## src/rtl/parser_pipeline_top.sv

```systemverilog
// Parametrised parser pipeline: local layer-0 config stage feeding LAYER_NUM chained
// Parser_Layer stages, with per-layer bypass, packet counters and rule readback with timeout.

package parser_pkg;
  localparam int HEAD_WIDTH        = 64;
  localparam int META_WIDTH        = 32;
  localparam int TAG_WIDTH         = 4;
  localparam int TAG_VALID         = 0;
  localparam int TAG_START         = 1;
  localparam int TYPE_NUM          = 2;
  localparam int KEY_NUM           = 2;
  localparam int TYPE_OFFSET_WIDTH = 6;
  localparam int KEY_OFFSET_WIDTH  = 6;
  localparam int SHIFT_WIDTH       = 8;

  localparam logic [2:0] INFO_TYPE   = 3'd2;
  localparam logic [2:0] INFO_KEY    = 3'd3;
  localparam logic [2:0] INFO_HSHIFT = 3'd4;
  localparam logic [2:0] INFO_MSHIFT = 3'd5;
  localparam logic [2:0] INFO_BYPASS = 3'd6;
  localparam logic [2:0] INFO_CNT    = 3'd7;

  function automatic logic [7:0] rule_layer(input logic [31:0] addr);
    return addr[31:24];
  endfunction

  function automatic logic [2:0] rule_info(input logic [31:0] addr);
    return addr[18:16];
  endfunction

  function automatic logic [7:0] rule_idx(input logic [31:0] addr);
    return addr[7:0];
  endfunction

  typedef struct packed {
    logic [HEAD_WIDTH+TAG_WIDTH-1:0]                head;
    logic [META_WIDTH+TAG_WIDTH-1:0]                meta;
    logic [TYPE_NUM-1:0][TYPE_OFFSET_WIDTH-1:0]     type_offset;
    logic [KEY_NUM-1:0][KEY_OFFSET_WIDTH:0]         key_offset;
    logic [SHIFT_WIDTH-1:0]                         head_shift;
    logic [SHIFT_WIDTH-1:0]                         meta_shift;
  } layer_info_t;
endpackage

// One parser stage: shifts head/meta by the previous stage's settings, folds the key
// word into meta, and presents its own rule registers to the next stage. Latency 1.
module Parser_Layer
  import parser_pkg::*;
(
  input  logic        clk,
  input  logic        rst_n,
  input  layer_info_t info_in,
  output layer_info_t info_out,
  input  logic        rule_wren,
  input  logic [31:0] rule_waddr,
  input  logic [31:0] rule_wdata,
  input  logic        rule_rden,
  input  logic [31:0] rule_raddr,
  output logic        rule_rdata_valid,
  output logic [31:0] rule_rdata
);
  logic [TYPE_NUM-1:0][TYPE_OFFSET_WIDTH-1:0] type_offset;
  logic [KEY_NUM-1:0][KEY_OFFSET_WIDTH:0]     key_offset;
  logic [SHIFT_WIDTH-1:0]                     head_shift;
  logic [SHIFT_WIDTH-1:0]                     meta_shift;
  logic [HEAD_WIDTH-1:0]                      head_data, head_next, key_src;
  logic [META_WIDTH-1:0]                      meta_data, meta_next;
  logic [KEY_OFFSET_WIDTH:0]                  key_pos;
  logic                                       rd_hit;
  logic [31:0]                                rd_word;
  logic                                       unused_bits;

  assign unused_bits = ^{rule_waddr[31:19], rule_waddr[15:8], rule_raddr[31:19], rule_raddr[15:8],
                         rule_wdata[31:17], rule_wdata[15:8], info_in.type_offset[1],
                         info_in.key_offset[1]};

  always_comb begin
    head_data = info_in.head[TAG_WIDTH +: HEAD_WIDTH];
    meta_data = info_in.meta[TAG_WIDTH +: META_WIDTH];
    key_pos   = (KEY_OFFSET_WIDTH+1)'(info_in.type_offset[0])
              + {1'b0, info_in.key_offset[0][KEY_OFFSET_WIDTH-1:0]};
    key_src   = head_data >> key_pos;
    head_next = head_data << info_in.head_shift;
    meta_next = meta_data << info_in.meta_shift;
    if (info_in.key_offset[0][KEY_OFFSET_WIDTH])
      meta_next = meta_next ^ key_src[META_WIDTH-1:0];
  end

  always_ff @(posedge clk or negedge rst_n) begin
    if (!rst_n) begin
      info_out <= '0;
    end else begin
      info_out.head        <= {head_next, info_in.head[TAG_WIDTH-1:0]};
      info_out.meta        <= {meta_next, info_in.meta[TAG_WIDTH-1:0]};
      info_out.type_offset <= type_offset;
      info_out.key_offset  <= key_offset;
      info_out.head_shift  <= head_shift;
      info_out.meta_shift  <= meta_shift;
    end
  end

  always_ff @(posedge clk or negedge rst_n) begin
    if (!rst_n) begin
      type_offset <= '0;
      key_offset  <= '0;
      head_shift  <= '0;
      meta_shift  <= '0;
    end else if (rule_wren) begin
      case (rule_info(rule_waddr))
        INFO_TYPE:
          for (int i = 0; i < TYPE_NUM; i++)
            if (rule_idx(rule_waddr) == 8'(i))
              type_offset[i] <= rule_wdata[TYPE_OFFSET_WIDTH-1:0];
        INFO_KEY:
          for (int i = 0; i < KEY_NUM; i++)
            if (rule_idx(rule_waddr) == 8'(i))
              key_offset[i] <= {rule_wdata[16], rule_wdata[KEY_OFFSET_WIDTH-1:0]};
        INFO_HSHIFT: head_shift <= rule_wdata[SHIFT_WIDTH-1:0];
        INFO_MSHIFT: meta_shift <= rule_wdata[SHIFT_WIDTH-1:0];
        default: ;
      endcase
    end
  end

  // Unimplemented info types and indices stay silent; the top's timeout covers them.
  always_comb begin
    rd_hit  = 1'b0;
    rd_word = '0;
    case (rule_info(rule_raddr))
      INFO_TYPE:
        for (int i = 0; i < TYPE_NUM; i++)
          if (rule_idx(rule_raddr) == 8'(i)) begin
            rd_hit  = 1'b1;
            rd_word = 32'(type_offset[i]);
          end
      INFO_KEY:
        for (int i = 0; i < KEY_NUM; i++)
          if (rule_idx(rule_raddr) == 8'(i)) begin
            rd_hit  = 1'b1;
            rd_word = 32'(key_offset[i]);
          end
      INFO_HSHIFT: begin
        rd_hit  = 1'b1;
        rd_word = 32'(head_shift);
      end
      INFO_MSHIFT: begin
        rd_hit  = 1'b1;
        rd_word = 32'(meta_shift);
      end
      default: ;
    endcase
  end

  always_ff @(posedge clk or negedge rst_n) begin
    if (!rst_n) begin
      rule_rdata_valid <= 1'b0;
      rule_rdata       <= '0;
    end else begin
      rule_rdata_valid <= rule_rden && rd_hit;
      if (rule_rden && rd_hit)
        rule_rdata <= rd_word;
    end
  end
endmodule

// state     | meaning
// ST_IDLE   | accepting reads; layer-0 and unmapped reads answered next cycle
// ST_WAIT   | read forwarded to a layer; waiting for its response or the timeout
module parser_pipeline_top
  import parser_pkg::*;
#(
  parameter int          LAYER_NUM  = 3,
  parameter int          RD_TIMEOUT = 32,
  parameter int          CNT_WIDTH  = 32,
  parameter logic [31:0] ERR_WORD   = 32'hDEAD_BEEF
) (
  input  logic                            i_clk,
  input  logic                            i_rst_n,
  input  logic                            i_rule_wren,
  input  logic                            i_rule_rden,
  input  logic [31:0]                     i_rule_addr,
  input  logic [31:0]                     i_rule_wdata,
  output logic                            o_rule_rdata_valid,
  output logic [31:0]                     o_rule_rdata,
  output logic                            o_rd_busy,
  input  logic [HEAD_WIDTH+TAG_WIDTH-1:0] i_head,
  input  logic [META_WIDTH+TAG_WIDTH-1:0] i_meta,
  output logic [HEAD_WIDTH+TAG_WIDTH-1:0] o_head,
  output logic [META_WIDTH+TAG_WIDTH-1:0] o_meta
);
  localparam logic [0:0] ST_IDLE = 1'b0;
  localparam logic [0:0] ST_WAIT = 1'b1;
  localparam int         TMR_W   = $clog2(RD_TIMEOUT + 1);

  layer_info_t                                layer_info [0:LAYER_NUM];
  logic [TYPE_NUM-1:0][TYPE_OFFSET_WIDTH-1:0] l0_type_offset;
  logic [KEY_NUM-1:0][KEY_OFFSET_WIDTH:0]     l0_key_offset;
  logic [SHIFT_WIDTH-1:0]                     l0_head_shift;
  logic [SHIFT_WIDTH-1:0]                     l0_meta_shift;
  logic [LAYER_NUM:1]                         bypass;
  logic [CNT_WIDTH-1:0]                       cnt [1:LAYER_NUM];

  logic [7:0]         req_layer;
  logic [2:0]         req_info;
  logic [7:0]         req_idx;
  logic               l0_wr, cnt_clr;
  logic [LAYER_NUM:1] lay_wren, lay_rden, lay_rvalid, hit;
  logic [31:0]        lay_rdata [1:LAYER_NUM];

  logic [0:0]         state;
  logic [TMR_W-1:0]   timer;
  logic [7:0]         rd_layer;
  logic [31:0]        rd_addr_q;
  logic [31:0]        l0_rdata;
  logic               sel_valid;
  logic [31:0]        sel_rdata;
  logic               unused_bits;

  assign req_layer = rule_layer(i_rule_addr);
  assign req_info  = rule_info(i_rule_addr);
  assign req_idx   = rule_idx(i_rule_addr);
  assign l0_wr     = i_rule_wren && (req_layer == 8'd0);
  assign cnt_clr   = l0_wr && (req_info == INFO_CNT);

  assign unused_bits = ^{i_rule_addr[23:19], i_rule_addr[15:8],
                         layer_info[LAYER_NUM].type_offset, layer_info[LAYER_NUM].key_offset,
                         layer_info[LAYER_NUM].head_shift, layer_info[LAYER_NUM].meta_shift};

  assign layer_info[0] = '{head: i_head, meta: i_meta, type_offset: l0_type_offset,
                           key_offset: l0_key_offset, head_shift: l0_head_shift,
                           meta_shift: l0_meta_shift};

  for (genvar k = 1; k <= LAYER_NUM; k++) begin : g_layer
    layer_info_t lay_out;
    layer_info_t bp_q;

    assign lay_wren[k] = i_rule_wren && (req_layer == 8'(k));

    Parser_Layer u_layer (
      .clk              (i_clk),
      .rst_n            (i_rst_n),
      .info_in          (layer_info[k-1]),
      .info_out         (lay_out),
      .rule_wren        (lay_wren[k]),
      .rule_waddr       (i_rule_addr),
      .rule_wdata       (i_rule_wdata),
      .rule_rden        (lay_rden[k]),
      .rule_raddr       (rd_addr_q),
      .rule_rdata_valid (lay_rvalid[k]),
      .rule_rdata       (lay_rdata[k])
    );

    // Same single-cycle latency as the layer, so bypass never shifts slice alignment.
    always_ff @(posedge i_clk or negedge i_rst_n) begin
      if (!i_rst_n) bp_q <= '0;
      else          bp_q <= layer_info[k-1];
    end

    assign layer_info[k] = bypass[k] ? bp_q : lay_out;
    assign hit[k]        = layer_info[k].head[TAG_VALID] && layer_info[k].head[TAG_START];
  end

  assign o_head    = layer_info[LAYER_NUM].head;
  assign o_meta    = layer_info[LAYER_NUM].meta;
  assign o_rd_busy = (state == ST_WAIT);

  always_ff @(posedge i_clk or negedge i_rst_n) begin
    if (!i_rst_n) begin
      l0_type_offset <= '0;
      l0_key_offset  <= '0;
      l0_head_shift  <= '0;
      l0_meta_shift  <= '0;
      bypass         <= '0;
    end else if (l0_wr) begin
      case (req_info)
        INFO_TYPE:
          for (int i = 0; i < TYPE_NUM; i++)
            if (req_idx == 8'(i)) l0_type_offset[i] <= i_rule_wdata[TYPE_OFFSET_WIDTH-1:0];
        INFO_KEY:
          for (int i = 0; i < KEY_NUM; i++)
            if (req_idx == 8'(i))
              l0_key_offset[i] <= {i_rule_wdata[16], i_rule_wdata[KEY_OFFSET_WIDTH-1:0]};
        INFO_HSHIFT: l0_head_shift <= i_rule_wdata[SHIFT_WIDTH-1:0];
        INFO_MSHIFT: l0_meta_shift <= i_rule_wdata[SHIFT_WIDTH-1:0];
        INFO_BYPASS: bypass        <= i_rule_wdata[LAYER_NUM:1];
        default: ;
      endcase
    end
  end

  always_ff @(posedge i_clk or negedge i_rst_n) begin
    if (!i_rst_n) begin
      for (int k = 1; k <= LAYER_NUM; k++) cnt[k] <= '0;
    end else begin
      for (int k = 1; k <= LAYER_NUM; k++) begin
        if (cnt_clr)
          cnt[k] <= '0;
        else if (hit[k] && (cnt[k] != {CNT_WIDTH{1'b1}}))
          cnt[k] <= cnt[k] + 1'b1;
      end
    end
  end

  always_comb begin
    l0_rdata = '0;
    case (req_info)
      INFO_TYPE:
        for (int i = 0; i < TYPE_NUM; i++)
          if (req_idx == 8'(i)) l0_rdata = 32'(l0_type_offset[i]);
      INFO_KEY:
        for (int i = 0; i < KEY_NUM; i++)
          if (req_idx == 8'(i)) l0_rdata = 32'(l0_key_offset[i]);
      INFO_HSHIFT: l0_rdata = 32'(l0_head_shift);
      INFO_MSHIFT: l0_rdata = 32'(l0_meta_shift);
      INFO_BYPASS: l0_rdata = 32'(bypass);
      INFO_CNT:
        for (int k = 1; k <= LAYER_NUM; k++)
          if (req_idx == 8'(k)) l0_rdata = 32'(cnt[k]);
      default: ;
    endcase
  end

  always_comb begin
    sel_valid = 1'b0;
    sel_rdata = '0;
    for (int k = 1; k <= LAYER_NUM; k++)
      if (rd_layer == 8'(k)) begin
        sel_valid = lay_rvalid[k];
        sel_rdata = lay_rdata[k];
      end
  end

  always_ff @(posedge i_clk or negedge i_rst_n) begin
    if (!i_rst_n) begin
      state              <= ST_IDLE;
      timer              <= '0;
      rd_layer           <= '0;
      rd_addr_q          <= '0;
      lay_rden           <= '0;
      o_rule_rdata_valid <= 1'b0;
      o_rule_rdata       <= '0;
    end else begin
      o_rule_rdata_valid <= 1'b0;
      lay_rden           <= '0;
      case (state)
        ST_IDLE: begin
          if (i_rule_rden) begin
            if (req_layer == 8'd0) begin
              o_rule_rdata_valid <= 1'b1;
              o_rule_rdata       <= l0_rdata;
            end else if (req_layer <= 8'(LAYER_NUM)) begin
              for (int k = 1; k <= LAYER_NUM; k++)
                lay_rden[k] <= (req_layer == 8'(k));
              rd_layer  <= req_layer;
              rd_addr_q <= i_rule_addr;
              timer     <= TMR_W'(RD_TIMEOUT - 1);
              state     <= ST_WAIT;
            end else begin
              o_rule_rdata_valid <= 1'b1;
              o_rule_rdata       <= ERR_WORD;
            end
          end
        end
        ST_WAIT: begin
          if (sel_valid) begin
            o_rule_rdata_valid <= 1'b1;
            o_rule_rdata       <= sel_rdata;
            state              <= ST_IDLE;
          end else if (timer == '0) begin
            o_rule_rdata_valid <= 1'b1;
            o_rule_rdata       <= ERR_WORD;
            state              <= ST_IDLE;
          end else begin
            timer <= timer - 1'b1;
          end
        end
        default: state <= ST_IDLE;
      endcase
    end
  end
endmodule
```

## config.mk

```make
export PLATFORM = sky130hd
export DESIGN_NAME = parser_pipeline_top
export DESIGN_NICKNAME = d
export VERILOG_FILES = /design/src/rtl/parser_pipeline_top.sv
export SDC_FILE = /design/constraint.sdc
export NUM_CORES = 2
export LEC_CHECK = 0
export CORE_UTILIZATION = 60
export DETAILED_ROUTE_END_ITERATION = 7
export PLACE_DENSITY = 0.83
export SETUP_SLACK_MARGIN = 0.02
export SYNTH_ARGS = -nofsm -noshare
export SYNTH_HDL_FRONTEND = slang
export SYNTH_SLANG_ARGS = --single-unit
```

## constraint.sdc

```tcl
create_clock -name i_clk -period 7.29 [get_ports i_clk]
set_clock_uncertainty 0.1 [all_clocks]
set_input_delay 0.729 -clock i_clk [delete_from_list [all_inputs] [get_ports i_clk]]
set_output_delay 0.729 -clock i_clk [all_outputs]
set_load 0.02 [all_outputs]
```

* Word level (Yosys, flattened, before mapping)
Index checks and enable logic that the tools add are counted.
** Storage, ports and cells
- Register bits after elaboration :: 1312
- Word-level logic and storage cells :: 264
- Input bits :: 172
- Output and inout bits :: 138
** Cells by class
- Bitwise gates (word level) :: 5
- $lt $le $gt $ge :: 1
- Shifts and indexed selects :: 9
- Mux-type cells :: 72
- Reduce and logical (&&, ||, !) cells :: 51
- $add $sub $neg :: 7
- Equal/unequal tests :: 30
** Operators with widths (count)
- 32-bit two-way mux :: 22
- 146-bit two-way mux :: 3
- 32-bit case mux with 4 select lines :: 3
- 32-bit case mux with 6 select lines :: 1
- 64-bit by 8-bit left shift with 64-bit output :: 3
- 64-bit by 7-bit right shift with 32-bit output :: 3
- 32-bit by 1-bit adder with 32-bit output, second input constant :: 3
- 32-bit inequality test, second input constant :: 3
- 32-bit by 8-bit left shift with 32-bit output :: 3
- 32-bit bitwise XOR :: 3
- 6-bit two-way mux :: 12
- 32-bit case mux with 2 select lines :: 1
- 3-bit AND reduction :: 17
- 7-bit two-way mux :: 7
- 8-bit by 2-bit equality test with 1-bit output, second input constant :: 6
- 8-bit by 1-bit equality test with 1-bit output, second input constant :: 4
- 8-bit zero test :: 3
- 6-bit by 6-bit adder with 7-bit output :: 3
- 3-bit equality test, second input constant :: 6
- 2-bit AND reduction :: 9
- 1-bit two-way mux :: 15
- 1-bit logical AND :: 14
- 3-bit by 2-bit equality test with 1-bit output, second input constant :: 4
- 3-bit two-way mux :: 4
- 13 further kinds :: 23

* Longest topological paths before layout
- Depth after elaboration :: 8
- Gate-level depth with buffers :: 23
- Depth with buffers taken out :: 11

* By module
Synthesis repeated with hierarchy kept, for this count alone.
** Unflattened totals
- Cells, all modules :: 6972
- Area, all modules :: 77569.4 µm²
** Modules (own cells, without submodules)
- Parser_Layer (g_layer[2].u_layer ...) :: area each 16522.1 µm², times used 2, cells each 1583, seq. area each 4929.7 µm²
- parser_pipeline_top :: area each 27891.8 µm², times used 1, cells each 2143, seq. area each 15314.7 µm²
- Parser_Layer (g_layer[1].u_layer) :: area each 16633.5 µm², times used 1, cells each 1663, seq. area each 4929.7 µm²

* Worst setup path after synthesis
OpenSTA, ideal clock, no wires.
- Path kind :: register to register
- Start :: register bypass[1] in the netlist's numbering
- End :: register g_layer[2].u_layer.info_out[49] in the netlist's numbering
- Period minus slack after synthesis :: 5159 ps
- Setup slack :: 2131 ps
- Required time :: 7110 ps
- Buffers on the path :: 9
- Setup time :: 80 ps
- Cell stages (with the launch flop) :: 19
- Arrival time :: 4979 ps
- Cell sequence :: dfrtp_1 -> buf_6 -> buf_6 -> buf_4 -> buf_6 -> buf_2 -> buf_2 -> buf_1 -> mux2_2 -> ha_1 -> fa_1 -> buf_2 -> buf_2 -> mux2i_1 -> mux2i_1 -> mux4_2 -> mux4_2 -> a221oi_2 -> xnor2_1
** RTL lines
- start, declared :: RTL line 200 : logic [LAYER_NUM:1] bypass;
- start signal, assigned :: RTL line 285 : INFO_BYPASS: bypass <= i_rule_wdata[LAYER_NUM:1];
- end, declared :: RTL line 53 : output layer_info_t info_out,

* Worst setup path in the final report
- Start :: register bypass[2] in the netlist's numbering
- End :: register g_layer[3].u_layer.info_out[49] in the netlist's numbering
** Between the ends
- Longest elaborated chain between the ends :: 5
- Elaborated cells between the ends (all ways) :: 6
- Classes of those cells :: 1 x add/sub; 2 x shift; 2 x mux; 1 x bitwise
** Ends and longest elaborated chain
- 146-bit two-way mux * :: RTL line 259 : assign layer_info[k] = bypass[k] ? bp_q : lay_out;
- 6-bit by 6-bit adder with 7-bit output :: RTL line 81 : + {1'b0, info_in.key_offset[0][KEY_OFFSET_WIDTH-1:0]};
- 64-bit by 7-bit right shift with 32-bit output :: RTL line 82 : key_src = head_data >> key_pos;
- 32-bit bitwise XOR :: RTL line 86 : meta_next = meta_next ^ key_src[META_WIDTH-1:0];
- 32-bit two-way mux * :: RTL line 85 : if (info_in.key_offset[0][KEY_OFFSET_WIDTH])
- net g_layer[3].u_layer.meta_next[3] :: RTL line 67 : logic [META_WIDTH-1:0] meta_data, meta_next;
- end, declared :: RTL line 53
The timed path passes the listed nets; every way through them passes the cells marked *.
A chain may end at the register's enable or synchronous reset.

==> impl_metrics.toml <==
[die]
rows = 126
die_h_um = 347
fp.coreArea_sq_um = 118000
die-area_sq_um = 120000
start_util_pct = 60.5
boundaryPins = 310
die_w_um = 347

[yosys]
syn_area_sq_um = 71400
synth_cells = 7081
async_reset_ff_share_pct = 100
synth-adder-area-share_pct = 0.522
yosys.area_share.xor_xnor_pct = 2.32
synth_seq_cells = 1072
synth-simple-area-share_pct = 12.2
synth_edf_count = 0
ys.flop_type = "dfrtp_1"
synth_mux_area_share_pct = 29.6
avgSynthCellArea_sq_um = 10.1
synth_cell_type_count = 100
yosysSeqAreaShare_pct = 37.6
syn_nets = 7281
synth_compound_area_share_pct = 13.3
synth_warnings = 0
synth_top_family_by_area = "multiplexers"

[setup_path]
cp_max_fo = 65
worstPathCellList = "mux2_2, ha_4, fa_2, xnor2_2, buf_4, mux2i_1, mux4_2, o311ai_1, o22ai_1, nor3_1, xor2_1"
arrival_ps = 6100
cp_slowest_stage_delay_ps = 1040
crit_buf_inv = 1
cp.required_ps = 7840
cp_top_family = "multiplexers"
cp-start-kind = "flip-flop"
critPathSlowestCell = "dfrtp_4"
end_kind = "flip-flop"
crit_type = "reg2reg"

[finish]
layout-drive-gt1-share_pct = 17.9
fin_util_pct = 66.6
final_nets = 7200
final_common_cell = "dfrtp_1"
syn_to_final_growth_pct = 10.0
layout_common_cells = "1062 x dfrtp_1, 859 x mux2i_1, 724 x nor2_1"

[drt]
via_per_inst = 7.02
drc = 0
dr_total_vias = 60600
first_iter_violations = 8997
first_pass_iters = 7
wl_per_cell_um = 29.2
wl_um = 252000
final_antenna_net_count = 0

[timing]
slew_violations = 0
worst_pin_slew_ps = 1350
finalCritPeriodShare_pct = 76.1
clock.fmax_ghz = 0.180
layout_min_cycle_time_ps = 5550
maxSlewHeadroom_pct = 9.42
fin_tns_setup_ps = 0
rsz0062_at_grt = "false"
hold_viol = 0
setup_violations = 0

[power_and_ir_drop]
vdd_drop_max_v = 0.000249
p_leak_nw = 32.8
power.density_nw_per_um2 = 204

[global_routing]
grt_pass1_wl_um = 375000
grt_pass1_vias = 58000
grt_max_degree = 183
overflow = 0
grt_use_total_pct = 41.3
antenna_found_initial = 8

[clock_tree]
clock-sinks = 1072
clkSlewWorstSetupHoldPaths_ps = 60
h-tree-depth = 3
cts-buffers-inserted = 109
insertion_delay_ps = 780
clockRootBuffer = "clkbuf_16"
cts_resized = 0
cts_max_path_buffers = 3
tritoncts = "done"

[hold_path]
hold_path_class = "reg2reg"

[run]
maxCapViolCount = 0

[placed_design]
dpl.hpwl_um = 188000
port_buffers = 273
place_congestion = 1.03

[run_status]
status = "finished, final reports clean"
## cells in the mapped netlist (all sizes together), types with 9 or more instances
library cell  instances  share of area, %
dfrtp              1072                38
a211oi              100               1.1
mux2                557               8.8
a22oi                87              0.91
xor2                 96               1.2
nor2                729               3.8
a31oi                36              0.32
buf                 278               2.2
and3                 29              0.25
o221a                17              0.27
inv                 149              0.78
o22ai               164               1.4
nand4                31              0.27
a221oi               38              0.51
o221ai               68              0.84
a2bb2oi              14              0.18
nand2b              106              0.93
nor2b                24              0.21
nor4                 20              0.18
nand3b               14              0.15
o21ai               285               2.0
o211a                10              0.14
a222oi               11              0.15
o32ai                21              0.26
o22a                 25              0.31
o21a                 16              0.17
nor3b                 9             0.095
xnor2                93               1.1
a211o                18              0.22
clkbuf              301               1.6
nand2               640               3.4
nand3               130              0.91
ha                   25              0.44
o31ai                18              0.19
mux4                267               8.4
a22o                 19              0.23
mux2i               875                12
or2                  22              0.19
and2                 32              0.28
nor3                109              0.76
or3                  45              0.39
a21o                 11              0.12
a21oi               254               1.8
o211ai               92              0.97
## final cells by class
type                       instances  area, sq um
clock inverter                    61          843
sequential                      1072        26900
inverter                         153          574
timing repair buffer             387         3680
fill                            8977        39500
multi-input combinational       5277        41700
antenna                            4         10.0
clock buffer                     142         3020
tap                             1536         1920
## registers in the layout, summed over array words and instances (netlist names), 6 cells and up
signal                       count
l0_meta_shift                    8
l0_type_offset                  12
l0_head_shift                    8
cnt                             96
g_layer.u_layer.type_offset     36
g_layer.u_layer.rule_rdata      24
rd_layer                         8
l0_key_offset                   14
o_rule_rdata                    32
timer                            6
g_layer.u_layer.meta_shift      24
g_layer.u_layer.info_out       370
g_layer.u_layer.head_shift      24
g_layer.bp_q                   346
g_layer.u_layer.key_offset      42
rd_addr_q                       11
## repair_timing
action,4_1_cts,5_1_grt
hold buffers,1,0
setup buffers,0,0
endpoints found under the hold margin,80,0
## final timing paths
path                                                   endpoint  slack (ps)                             from  cells past startpoint
worst max-delay path            g_layer[3].u_layer.info_out[49]        1740                        bypass[2]                     11
worst min-delay path            g_layer[2].u_layer.info_out[44]         250  g_layer[1].u_layer.info_out[44]                      0
worst max register to register  g_layer[3].u_layer.info_out[49]        1740                        bypass[2]                     11
worst min register to register  g_layer[2].u_layer.info_out[44]         250  g_layer[1].u_layer.info_out[44]                      0
max in group asynchronous                  g_layer[1].bp_q[118]        4810                          i_rst_n                      4
min in group asynchronous                   g_layer[3].bp_q[87]         520                          i_rst_n                      2
## per-layer routing
metal	share of wire (%)	wire [um]	vias to the layer above	global-route usage (%)
li1	-	-	25900	-
met1	39	99000	30000	57.4
met2	44	111000	4018	61.6
met3	10	26100	666	7.09
met4	6.4	16200	4	22.7
met5	0.010	26	-	0
## worst register-to-register path: stages (launching register included)
cell	delay, ps
dfrtp_4	1040
mux2_2	470
ha_4	170
fa_2	470
xnor2_2	170
buf_4	660
mux2i_1	270
mux4_2	630
o311ai_1	700
o22ai_1	190
nor3_1	410
xor2_1	190
## logic make-up (layout without fill, tap and decap cells)
logic type	count (synthesis)	count (layout)
simple gates	1969	1969
mux	1699	1699
compound gates	1392	1392
flops	1072	1072
buf+inv	732	743
xor+xnor	189	189
fa+ha+maj	28	28
other cells	0	4
## power breakdown
group          switching (mW)  internal [mW]
combinational            1.88           1.23
clock                    2.57           3.40
sequential              0.507           6.46
## through the flow
| stage | cell area (sq um) | worst slack (ps) | cells | power [mW] | hold slack [ps] |
|---|---|---|---|---|---|
| floorplan | 71400 | 2130 | 7081 | 8.79 | 252 |
| global placement | 74700 | 1940 | 8424 | 9.94 | 234 |
| detailed placement | 74700 | 1890 | 8424 | 10.1 | 235 |
| CTS | 78600 | 1880 | 8628 | 16.0 | 249 |
| global route | 78600 | 1540 | 8628 | 16.6 | 254 |
| finish | 78600 | 1740 | 8632 | 16.0 | 248 |
Power figures use the tool's default switching activity.
